File: config.mk
export PLATFORM = sky130hd
export DESIGN_NAME = riscv_mc_controller
export DESIGN_NICKNAME = d
export VERILOG_FILES = /design/src/rtl/riscv_ctrl_pkg.sv /design/src/rtl/alu_dec.sv /design/src/rtl/riscv_mc_controller.sv
export SDC_FILE = /design/constraint.sdc
export NUM_CORES = 1
export LEC_CHECK = 0
export CAP_MARGIN = 10
export CORE_AREA = 2 2 47 49
export DETAILED_ROUTE_END_ITERATION = 7
export DIE_AREA = 0 0 49 51
export PLACE_DENSITY = 0.79
export SETUP_SLACK_MARGIN = 0.2
export SYNTH_ARGS = -nofsm -noshare
export SYNTH_HDL_FRONTEND = slang
export SYNTH_SLANG_ARGS = --single-unit
File: constraint.sdc
create_clock -name clk -period 3.7 [get_ports clk]
set_input_delay 0.555 -clock clk [delete_from_list [all_inputs] [get_ports clk]]
set_output_delay 0.555 -clock clk [all_outputs]
set_load 0.01 [all_outputs]
File: src/rtl/riscv_ctrl_pkg.sv
// Shared types and encodings for the multicycle RISC-V control unit.
// The ImmSrc codes must match the immediate extender's selector encoding.
package riscv_ctrl_pkg;

  typedef enum logic [3:0] {
    S_FETCH,
    S_DECODE,
    S_MEMADR,
    S_MEMREAD,
    S_MEMWB,
    S_MEMWRITE,
    S_EXECUTER,
    S_EXECUTEI,
    S_ALUWB,
    S_BEQ,
    S_JAL
  } state_t;

  typedef enum logic [1:0] {
    ALUOP_ADD   = 2'b00,
    ALUOP_SUB   = 2'b01,
    ALUOP_FUNCT = 2'b10
  } alu_op_t;

  localparam logic [2:0] ALU_ADD = 3'b000;
  localparam logic [2:0] ALU_SUB = 3'b001;
  localparam logic [2:0] ALU_AND = 3'b010;
  localparam logic [2:0] ALU_OR  = 3'b011;
  localparam logic [2:0] ALU_SLT = 3'b101;

  localparam logic [1:0] IMM_I = 2'b00;
  localparam logic [1:0] IMM_S = 2'b01;
  localparam logic [1:0] IMM_B = 2'b10;
  localparam logic [1:0] IMM_J = 2'b11;

  localparam logic [1:0] SRCA_PC    = 2'b00;
  localparam logic [1:0] SRCA_OLDPC = 2'b01;
  localparam logic [1:0] SRCA_RD1   = 2'b10;

  localparam logic [1:0] SRCB_RD2  = 2'b00;
  localparam logic [1:0] SRCB_IMM  = 2'b01;
  localparam logic [1:0] SRCB_FOUR = 2'b10;

  localparam logic [1:0] RES_ALUOUT    = 2'b00;
  localparam logic [1:0] RES_DATA      = 2'b01;
  localparam logic [1:0] RES_ALURESULT = 2'b10;

  localparam logic [6:0] OP_LOAD   = 7'b0000011;
  localparam logic [6:0] OP_STORE  = 7'b0100011;
  localparam logic [6:0] OP_RTYPE  = 7'b0110011;
  localparam logic [6:0] OP_ITYPE  = 7'b0010011;
  localparam logic [6:0] OP_BRANCH = 7'b1100011;
  localparam logic [6:0] OP_JAL    = 7'b1101111;

  function automatic logic [1:0] imm_src_of(input logic [6:0] op);
    case (op)
      OP_LOAD, OP_ITYPE: return IMM_I;
      OP_STORE:          return IMM_S;
      OP_BRANCH:         return IMM_B;
      OP_JAL:            return IMM_J;
      default:           return IMM_I;
    endcase
  endfunction

endpackage

File: src/rtl/alu_dec.sv
// ALU decoder: maps ALUOp plus the instruction's function fields to an ALU operation.
module alu_dec
  import riscv_ctrl_pkg::*;
(
  input  alu_op_t     alu_op_i,
  input  logic [2:0]  funct3_i,
  input  logic        op5_i,
  input  logic        funct7b5_i,
  output logic [2:0]  alu_control_o
);

  // NOTE: assign a default first in every combinational block so no path leaves the output unassigned (latch).
  always_comb begin
    alu_control_o = ALU_ADD;
    case (alu_op_i)
      ALUOP_ADD: alu_control_o = ALU_ADD;
      ALUOP_SUB: alu_control_o = ALU_SUB;
      ALUOP_FUNCT: begin
        case (funct3_i)
          3'b000:  alu_control_o = (op5_i && funct7b5_i) ? ALU_SUB : ALU_ADD;
          3'b010:  alu_control_o = ALU_SLT;
          3'b110:  alu_control_o = ALU_OR;
          3'b111:  alu_control_o = ALU_AND;
          default: alu_control_o = ALU_ADD;
        endcase
      end
      default: alu_control_o = ALU_ADD;
    endcase
  end

endmodule

File: src/rtl/riscv_mc_controller.sv
// Multicycle control FSM for the RV32 core: sequences fetch/decode/execute over
// a shared datapath and stalls on the memory handshake.
module riscv_mc_controller
  import riscv_ctrl_pkg::*;
#(
  parameter state_t RESET_STATE = S_FETCH
) (
  input  logic       clk,
  input  logic       reset_n,
  input  logic [6:0] op,
  input  logic [2:0] funct3,
  input  logic       funct7b5,
  input  logic       zero,
  input  logic       mem_ready,
  output logic       PCWrite,
  output logic       AdrSrc,
  output logic       MemWrite,
  output logic       IRWrite,
  output logic [1:0] ResultSrc,
  output logic [1:0] ALUSrcA,
  output logic [1:0] ALUSrcB,
  output logic [1:0] ImmSrc,
  output logic [2:0] ALUControl,
  output logic       RegWrite,
  output logic       illegal_instr
);

  state_t     state_q, state_d;
  alu_op_t    alu_op;
  logic [2:0] alu_control;

  // NOTE: reset is synchronous, so it lives inside the clocked block and only acts on an edge.
  always_ff @(posedge clk) begin
    if (!reset_n) state_q <= RESET_STATE;
    else          state_q <= state_d;
  end

  always_comb begin
    state_d       = S_FETCH;
    alu_op        = ALUOP_ADD;
    PCWrite       = 1'b0;
    AdrSrc        = 1'b0;
    MemWrite      = 1'b0;
    IRWrite       = 1'b0;
    ResultSrc     = RES_ALUOUT;
    ALUSrcA       = SRCA_PC;
    ALUSrcB       = SRCB_RD2;
    RegWrite      = 1'b0;
    illegal_instr = 1'b0;

    case (state_q)
      S_FETCH: begin
        ALUSrcA   = SRCA_PC;
        ALUSrcB   = SRCB_FOUR;
        ResultSrc = RES_ALURESULT;
        IRWrite   = mem_ready;
        PCWrite   = mem_ready;
        state_d   = mem_ready ? S_DECODE : S_FETCH;
      end
      S_DECODE: begin
        // Branch/jump target is precomputed here into ALUOut.
        ALUSrcA = SRCA_OLDPC;
        ALUSrcB = SRCB_IMM;
        case (op)
          OP_LOAD, OP_STORE: state_d = S_MEMADR;
          OP_RTYPE:          state_d = S_EXECUTER;
          OP_ITYPE:          state_d = S_EXECUTEI;
          OP_BRANCH:         state_d = S_BEQ;
          OP_JAL:            state_d = S_JAL;
          default: begin
            illegal_instr = 1'b1;
            state_d       = S_FETCH;
          end
        endcase
      end
      S_MEMADR: begin
        ALUSrcA = SRCA_RD1;
        ALUSrcB = SRCB_IMM;
        state_d = op[5] ? S_MEMWRITE : S_MEMREAD;
      end
      S_MEMREAD: begin
        AdrSrc  = 1'b1;
        state_d = mem_ready ? S_MEMWB : S_MEMREAD;
      end
      S_MEMWB: begin
        ResultSrc = RES_DATA;
        RegWrite  = 1'b1;
      end
      S_MEMWRITE: begin
        AdrSrc   = 1'b1;
        MemWrite = 1'b1;
        state_d  = mem_ready ? S_FETCH : S_MEMWRITE;
      end
      S_EXECUTER: begin
        ALUSrcA = SRCA_RD1;
        ALUSrcB = SRCB_RD2;
        alu_op  = ALUOP_FUNCT;
        state_d = S_ALUWB;
      end
      S_EXECUTEI: begin
        ALUSrcA = SRCA_RD1;
        ALUSrcB = SRCB_IMM;
        alu_op  = ALUOP_FUNCT;
        state_d = S_ALUWB;
      end
      S_ALUWB: RegWrite = 1'b1;
      S_BEQ: begin
        ALUSrcA = SRCA_RD1;
        ALUSrcB = SRCB_RD2;
        alu_op  = ALUOP_SUB;
        PCWrite = zero;
      end
      S_JAL: begin
        ALUSrcA = SRCA_OLDPC;
        ALUSrcB = SRCB_FOUR;
        PCWrite = 1'b1;
        state_d = S_ALUWB;
      end
      default: state_d = S_FETCH;
    endcase

    // Reset overrides everything so an abandoned instruction cannot strobe.
    if (!reset_n) begin
      PCWrite       = 1'b0;
      AdrSrc        = 1'b0;
      MemWrite      = 1'b0;
      IRWrite       = 1'b0;
      ResultSrc     = RES_ALUOUT;
      ALUSrcA       = SRCA_PC;
      ALUSrcB       = SRCB_RD2;
      RegWrite      = 1'b0;
      illegal_instr = 1'b0;
    end
  end

  alu_dec u_alu_dec (
    .alu_op_i      (alu_op),
    .funct3_i      (funct3),
    .op5_i         (op[5]),
    .funct7b5_i    (funct7b5),
    .alu_control_o (alu_control)
  );

  assign ALUControl = reset_n ? alu_control : ALU_ADD;
  assign ImmSrc     = reset_n ? imm_src_of(op) : IMM_I;

endmodule

== Word level (Yosys, flattened, before mapping) ==
Index checks and enable logic that the tools add are counted.
Word-level totals
  logic and storage cells: 67
  bits in registers: 4
  output and inout bits: 17
  input port bits: 15
Cells by class
  equal/unequal tests: 21
  muxes and demuxes: 32
  reductions and logical operators: 13
Operators by type and width (number)
  $pmux W4 S6: 1
  $pmux W4 S5: 1
  $eq A4 B3 Y1 const B: 4
  $pmux W2 S2: 4
  $eq A7 B6 Y1 const B: 2
  $eq A7 B7 Y1 const B: 2
  $mux W1: 14
  $eq A4 B4 Y1 const B: 3
  $mux W3: 4
  $pmux W3 S4: 1
  $reduce_or A2 Y1: 6
  $eq A4 B2 Y1 const B: 2
  $mux W2: 4
  $eq A7 B2 Y1 const B: 1
  $eq A7 B5 Y1 const B: 1
  $eq A3 B3 Y1 const B: 2
  $pmux W2 S3: 1
  $pmux W3 S2: 1
  $reduce_or A3 Y1: 2
  $reduce_or A6 Y1: 1
  $eq A4 B1 Y1 const B: 1
  $logic_not A4 Y1: 1
  $reduce_or A4 Y1: 1
  $eq A3 B2 Y1 const B: 1
  5 further kinds: 5

== Longest topological paths before layout ==
Gate-level depths: netlist of the first run.
  depth in word-level cells: 6
  mapped depth: 8
  mapped depth without buffers: 7

== By module ==
Synthesis of the first run repeated with hierarchy kept, for this count alone.
Second synthesis, totals
  cells, all modules: 99
  area total of the unflattened synthesis: 760.7 µm²
By module, submodules not included
  riscv_mc_controller: area each 664.4 µm², cells an instance 88, seq. area each 80.1 µm², instances 1
  alu_dec: area each 96.3 µm², cells an instance 11, seq. area each 0.0 µm², instances 1

== Worst setup path after synthesis of the first run ==
Ideal clock, no wire load.
  path kind: register to output
  start: register state_q[1]
  end: output port ALUControl[0]
  arrival time: 1.454 ns
  cell stages (with the launch flop): 6
  buffers on the path: 1
  path slack: 1.691 ns
  path through: dfxtp_1 > buf_2 > nor2b_1 > and2_1 > ha_1 > nor3b_1
Between the ends
  word-level cells in the longest chain between the ends: 6
  elaborated cells between the ends (all ways): 9
  classes of those cells: eq/ne (5); mux (3); reduce/logical (1)
Ends and longest elaborated chain
  from (decl): line riscv_mc_controller.sv:28  | state_t state_q, state_d;
  from (signal assigned): line riscv_mc_controller.sv:35  | else state_q <= state_d;
  $eq A4 B3 Y1: line riscv_mc_controller.sv:51  | case (state_q)
  $reduce_or A2 Y1 (no source line)
  $pmux W2 S2 (*): line riscv_mc_controller.sv:51
  $eq A2 B2 Y1 or $eq A2 B1 Y1 (tied branches): line alu_dec.sv:15  | case (alu_op_i)
  $pmux W3 S2 (*): line alu_dec.sv:15
  $mux W3 (*): line riscv_mc_controller.sv:144  | assign ALUControl = reset_n ? alu_control : ALU_ADD;
  to (decl): line riscv_mc_controller.sv:23  | output logic [2:0] ALUControl,
Every way passes the cells marked *; elsewhere a longest branch is shown, timed or not.

== Worst setup path in the final report of the first run ==
  start: register state_q[0]
  end: output port ALUControl[0]
Same word-level chain as after synthesis.

==> results by group, run 1 <==
STA
  – Min Hold Slack: around 790 ps
  – Worst slew pin tran: 571 ps
  – Rel. slew slack: 0.619
  – Pins over their slew limit: 0
  – Fin Clk Skew: around 1.8 ps
  – Hold Fails Final Rpt: 0
  – Tcrit/Tclk final: 0.829
  – Final setup TNS: 0 ps
  – Final number of setup-violating endpoints: 0
  – Final Worst Setup Slack: around 630 ps
  – Tmin final: just over 3000 ps
  – Fmax: between 0.3 and 0.4 GHz
  – RSZ-0062 raised after global routing: false

Clocking
  – Clock Tree Buf Depth: 2
  – Htree depth: 1
  – Clock slew at reported path FFs: 30 ps
  – Clk Latency, worst-skew pair: between 200 and 250 ps
  – CTS Root Cell: clkbuf_4
  – Sink Count: 4
  – Cts bufs inserted: 3
  – Postcts setup bufs: 0
  – CTS tree: built
  – Hold buffer count at cts: 0
  – Post-cts resize count: 0

Finish
  – Ant. Diodes: 0
  – Layout cell share with drive strength beyond 1: 0.0547
  – Largest registers: state_q: 4 flops
  – Finished Layout Cells: between 150 and 200
  – Max reg flops: 4
  – Nets: between 100 and 150
  – Biggest register: state_q
  – Layout area overhead: 50.3%
  – Finished Core Util: 0.486

Detailed routing
  – Post-route ant nets: 0
  – DR pass1 iterations: 4
  – Drt drc: 0
  – Total Wirelength: 1.75 mm
  – Metal-1 WL: a little over 800 um
  – Met2 wire length: ~890 um
  – DRT iter0 DRCs: 6
  – Vias: 780
  – Total length of routed met3 wires: between 40 and 50 um
  – Routed vias/inst: 5.00
  – DR WL/cell: 11.2 um
  – Top sig layer: met3

Synthesis
  – Syn_nets: ~120
  – Yosys warns: 0
  – Synthesized area: between 600 and 700 sq um
  – Portion of netlist area occupied by mux cells: 0.0469
  – Post-Synth XOR/XNOR Area: 0.0263
  – Simple-gate share of the synthesized area: 0.484
  – Post-Synth Adder-Cell Area: 0.0375
  – Synth cell types: 35
  – Post-synthesis sequential area ratio: 0.120
  – Number of synthesized register bits: 4
  – Post-synthesis area per instance: just under 7 sq um
  – Largest family of logic cells by synthesized area: simple AND/OR/NAND/NOR gates
  – Compound-Gate Fraction of Synth Area: 0.208
  – Cell count after synthesis: between 90 and 100

Worst setup path
  – Origin of the critical flop-to-flop path: state_q[0]$_SDFF_PN0_
  – Crit path to: ALUControl[0]
  – WS Path Type: reg2out
  – Crit. Startpoint: state_q[0]$_SDFF_PN0_
  – CP max-delay cell: dfxtp_1
  – CP endpoint kind: output pin
  – Worst r2r dst: state_q[2]$_SDFF_PN0_
  – Worst R2R Path Depth: 4
  – Largest stage delay, worst path: approximately 640 ps
  – WP data arrival: 2510 ps
  – CP Launch Type: flop
  – Crit path max-delay family: simple AND/OR/NAND/NOR gates
  – CP Max Fanout: 15
  – Internal reg-to-reg setup slack: 2140 ps
  – CP cell instances: nand2b_1, nor2_1, nand2_1, ha_1, nor3b_1, clkdlybuf4s50_1
  – Critical Path Stages: 6
  – WP buf/inv: 1
  – CP required: ~3100 ps

Global route
  – Total GRT Usage: 0.142
  – Largest net degree at the start of global routing: 18
  – First-pass GRT wire length: approximately 2.9 mm
  – Vias in the first global route: 758
  – Antenna violations before repair: 0
  – Gr ovfl total: 0

Place
  – RD Place Congestion: just under 0.8
  – Pre-CTS setup slack: about 880 ps
  – Inst Count DP: 153
  – Hpwl dp: approximately 1.4 mm
  – Port Buffer Count: 31

Power
  – Int Power: 0.000111 W
  – Logic pwr share: 0.354
  – Maximum vdd drop: about 0.12 mV
  – PwrDens: 152 nW/um^2
  – P_leak: about 0.35 nW
  – Clock power share: 0.334
  – Seq pwr share: 0.312
  – Sw frac: 0.268
  – Net Sw Power: 0.0000408 W

Floorplan
  – Die Y: about 51 um
  – Core area: 2060 sq um
  – Die area: approximately 2500 sq um
  – Row count: 17
  – Ports: 32
  – Initial core utilization: 0.323
  – Die W: 49 um

Run
  – Max cap viols: 0

Worst hold path
  – Worst hold path class: reg2reg

Run status
  – Status: completed
## worst min-delay path: cells and delay by family, from the launching register on
| family | cells | cell delay, ps |
|---|---|---|
| flops | 1 | 440 |
| compound gates | 1 | 230 |
| simple gates | 1 | 60 |
## cell families after synthesis
family	count (synthesis)
buffers and inverters	10
AO/OA/AOI/OAI	23
AND/OR/NAND/NOR	55
multiplexers	3
flip-flops	4
adder cells (fa/ha/maj)	2
XOR/XNOR	2
## cells in the mapped netlist
| cell type | number | area share |
|---|---|---|
| nor2_1 | 15 | 0.084 |
| and2_1 | 4 | 0.038 |
| nor3_1 | 5 | 0.038 |
| a21boi_0 | 1 | 0.011 |
| o21ai_0 | 4 | 0.030 |
| a31o_2 | 1 | 0.013 |
| dfxtp_1 | 4 | 0.12 |
| o22a_1 | 1 | 0.013 |
| inv_1 | 5 | 0.028 |
| or2_2 | 1 | 0.0094 |
| nand2_1 | 5 | 0.028 |
| nand3b_1 | 3 | 0.034 |
| nor3b_1 | 2 | 0.023 |
| nand2b_1 | 7 | 0.066 |
| o21ai_1 | 2 | 0.015 |
| o21bai_1 | 2 | 0.023 |
| nand3_1 | 2 | 0.015 |
| nor4b_1 | 1 | 0.013 |
| and3_1 | 1 | 0.0094 |
| nand4b_1 | 2 | 0.026 |
| a31oi_1 | 1 | 0.0094 |
| buf_4 | 3 | 0.034 |
| a22oi_1 | 1 | 0.011 |
| mux2_1 | 1 | 0.017 |
| nand4_1 | 1 | 0.0094 |
| ha_1 | 2 | 0.038 |
| nor2b_1 | 3 | 0.028 |
| mux2i_1 | 2 | 0.030 |
| nor4_2 | 1 | 0.019 |
| xnor2_1 | 2 | 0.026 |
| and4_1 | 1 | 0.013 |
| nor4_4 | 1 | 0.032 |
| o211a_1 | 1 | 0.015 |
| a21oi_1 | 9 | 0.068 |
| buf_2 | 2 | 0.015 |
## cell type report
class                           instances  area (sq um)
Clock buffer                            3          22.5
Fill cell                             213          1060
Inverter                                5          18.8
Multi-Input combinational cell         85           536
Sequential cell                         4          80.1
Tap cell                               28          35.0
Timing Repair Buffer                   31           310
## how the worst min path moves through the flow
stage	from	to	slack [ps]	cells past startpoint
floorplan	state_q[3]$_SDFF_PN0_	state_q[1]$_SDFF_PN0_	650	3
global placement	state_q[1]$_SDFF_PN0_	state_q[3]$_SDFF_PN0_	760	2
detailed placement	state_q[1]$_SDFF_PN0_	state_q[3]$_SDFF_PN0_	790	2
finish	state_q[1]$_SDFF_PN0_	state_q[3]$_SDFF_PN0_	790	2
CTS	state_q[1]$_SDFF_PN0_	state_q[3]$_SDFF_PN0_	800	2
global route	state_q[1]$_SDFF_PN0_	state_q[3]$_SDFF_PN0_	880	2
## per-stage QoR
step	total power, W	cell area (sq um)
6_report	0.000152	1000
3_3_place_gp	0.000101	980
5_1_grt	0.000164	1000
3_5_place_dp	0.000102	980
2_1_floorplan	0.0000711	667
4_1_cts	0.000155	1000
## placed cells by master, fill, tap and decap left out, drive strengths merged, types with 3 or more instances in the layout
master / instances
and2: 4
a21oi: 9
clkdlybuf4s50: 31
nor2: 15
dfxtp: 4
nor3: 5
clkbuf: 3
nand2: 5
o21ai: 6
inv: 5
nand2b: 7
nand3b: 3
nor2b: 3
## power groups by stage
stage	sequential [W]	clock, W	combinational [W]
global route	0.0000476	0.0000583	0.0000583
global placement	0.0000478	0	0.0000529
detailed placement	0.0000479	0	0.0000541
floorplan	0.0000455	0	0.0000256
CTS	0.0000473	0.0000535	0.0000542
finish	0.0000474	0.0000508	0.0000538
## metal layers
layer | track usage | up-vias
met3 | 0.0292 | 0
met1 | 0.166 | 359
met2 | 0.260 | 13
met5 | 0 | -
met4 | 0.0429 | 0
li1 | - | 408
Note: power is estimated with default switching activity, not from simulation.
==> run 2: changes to the inputs <==
==> constraint.sdc (replaced) <==
create_clock -name clk -period 3.2 [get_ports clk]
set_input_delay 0.48 -clock clk [delete_from_list [all_inputs] [get_ports clk]]
set_output_delay 0.48 -clock clk [all_outputs]
set_load 0.01 [all_outputs]
==> results by group, run 2 (same netlist as run 1, synthesis figures left out) <==
Detailed routing
  – Total length of routed met3 wires: 61 um
  – Routed vias/inst: 5.04
  – Metal-1 WL: between 700 and 800 um
  – DR WL/cell: around 11 um
  – Post-route ant nets: 0
  – DR pass1 iterations: 4
  – Met2 wire length: roughly 890 um
  – DRT iter0 DRCs: 9
  – Vias: 786
  – Total Wirelength: ~1.7 mm
  – Drt drc: 0
  – Top sig layer: met3

Worst hold path
  – Worst hold path class: reg2reg
  – Hold path start: state_q[1]$_SDFF_PN0_

Finish
  – Layout area overhead: 50.8%
  – Max reg flops: 4
  – Largest registers: state_q: 4 flops
  – Commonest non-fill, non-tap cell in the layout: clkdlybuf4s50_1
  – Ant. Diodes: 0
  – Nets: approximately 150
  – Commonest non-fill, non-tap cells in the layout: clkdlybuf4s50_1 (31), nor2_1 (15), a21oi_1 (9)
  – Fillers: 217
  – Layout cell share with drive strength beyond 1: 0.0781
  – Biggest register: state_q
  – Reg area: ~84 sq um
  – Area of the multi-input gates: 536 sq um

Worst setup path
  – CP endpoint kind: output pin
  – Crit. Startpoint: state_q[2]$_SDFF_PN0_
  – Crit path max-delay family: flip-flops
  – CP cell instances: nor2_1, nand2_1, ha_1, a31oi_1, nor3b_1, clkdlybuf4s50_1
  – WS Path Type: reg2out
  – CP Launch Type: flop
  – WP buf/inv: 1
  – Largest stage delay, worst path: approximately 670 ps
  – CP max-delay cell: dfxtp_1
  – CP Max Fanout: 17
  – Origin of the critical flop-to-flop path: state_q[2]$_SDFF_PN0_
  – CP required: 2720 ps
  – WP data arrival: around 2200 ps

Place
  – Port Buffer Count: 31
  – Hpwl dp: about 1.4 mm
  – RD Place Congestion: slightly above 0.8

STA
  – Worst slew pin tran: 567 ps
  – RSZ-0062 raised after global routing: false
  – Fin Clk Skew: 0.323 ps
  – Final number of setup-violating endpoints: 0
  – Pins over their slew limit: 0
  – Fmax: 0.368 GHz
  – Rel. slew slack: 0.621
  – Hold Fails Final Rpt: 0
  – Tmin final: approximately 2700 ps
  – Tcrit/Tclk final: 0.850
  – Final setup TNS: 0 ps

Clocking
  – Hold buffer count at cts: 0
  – Clock slew at reported path FFs: about 40 ps
  – Clock Tree Buf Depth: 2
  – CTS tree: built
  – CTS Root Cell: clkbuf_4
  – Clk Latency, worst-skew pair: 230 ps
  – Htree depth: 1
  – Sink Count: 4
  – Cts bufs inserted: 3

Floorplan
  – Row count: 17
  – Die Y: between 50 and 60 um
  – Initial core utilization: 0.323
  – Die W: 49 um
  – Ports: 32
  – Core area: 2060 sq um
  – Die area: between 2000 and 2500 sq um

Power
  – Maximum vdd drop: approximately 0.22 mV
  – P_leak: 0.356 nW
  – PwrDens: between 150 and 200 nW/um^2
  – Pwr Total: 0.000178 W

Global route
  – Vias in the first global route: just under 700
  – First-pass GRT wire length: about 2.8 mm
  – Gr ovfl total: 0
  – Largest net degree at the start of global routing: 18
  – Antenna violations before repair: 0
  – Total GRT Usage: 0.141

Run
  – Max cap viols: 0

Run status
  – Status: completed
-- run 2: cell counts in the layout (fill, tap and decap cells not counted) --
No cell type changed its count.
-- run 2: area by class of cell --
class	instances	area share
Inverter	5	0.0187
Clock buffer	3	0.0224
Multi-Input combinational cell	85	0.532
Sequential cell	4	0.0833
Tap cell	28	0.0348
Timing Repair Buffer	31	0.308
-- run 2: per-stage QoR --
stage / utilization / setup WS [ps] / std cells / hold slack [ps] / area, sq um
after floorplan: - / 1270 / 99 / 654 / 667
after global placement: 0.475 / 531 / 153 / 758 / 980
after detailed placement: 0.475 / 491 / 153 / 783 / 980
after CTS: 0.486 / 257 / 156 / 788 / 1000
after global routing: 0.488 / 305 / 156 / 737 / 1010
final: 0.488 / 481 / 156 / 676 / 1010
-- run 2: final timing paths --
path | slack (ps) | to | cells past startpoint
max | 480 | ALUControl[0] | 6
max reg2reg | 1760 | state_q[3]$_SDFF_PN0_ | 4
min reg2reg | 680 | state_q[3]$_SDFF_PN0_ | 2
min | 680 | state_q[3]$_SDFF_PN0_ | 2
-- run 2: where the power goes --
part           switching, W  internal (W)  total [W]
clock network     0.0000193     0.0000419  0.0000611
logic             0.0000262     0.0000358  0.0000620
registers        0.00000349     0.0000512  0.0000547
-- run 2: worst reg2reg max path, delay by kind of cell (launching register included) --
kind               cells  cell delay, ps
DFF                    1             670
AOI/OAI and AO/OA      2             380
and+or+nand+nor        2             260
-- run 2: repair_timing --
action                                  in CTS  in global routing
endpoints found under the setup margin       0                  2
setup buffers                                0                  0
resized for setup                            0                  3
-- run 2: layer usage --
metal / up-vias / track usage
li1: 409 / -
met1: 362 / 0.169
met2: 15 / 0.258
met3: 0 / 0.0292
met4: 0 / 0.0286
met5: - / 0
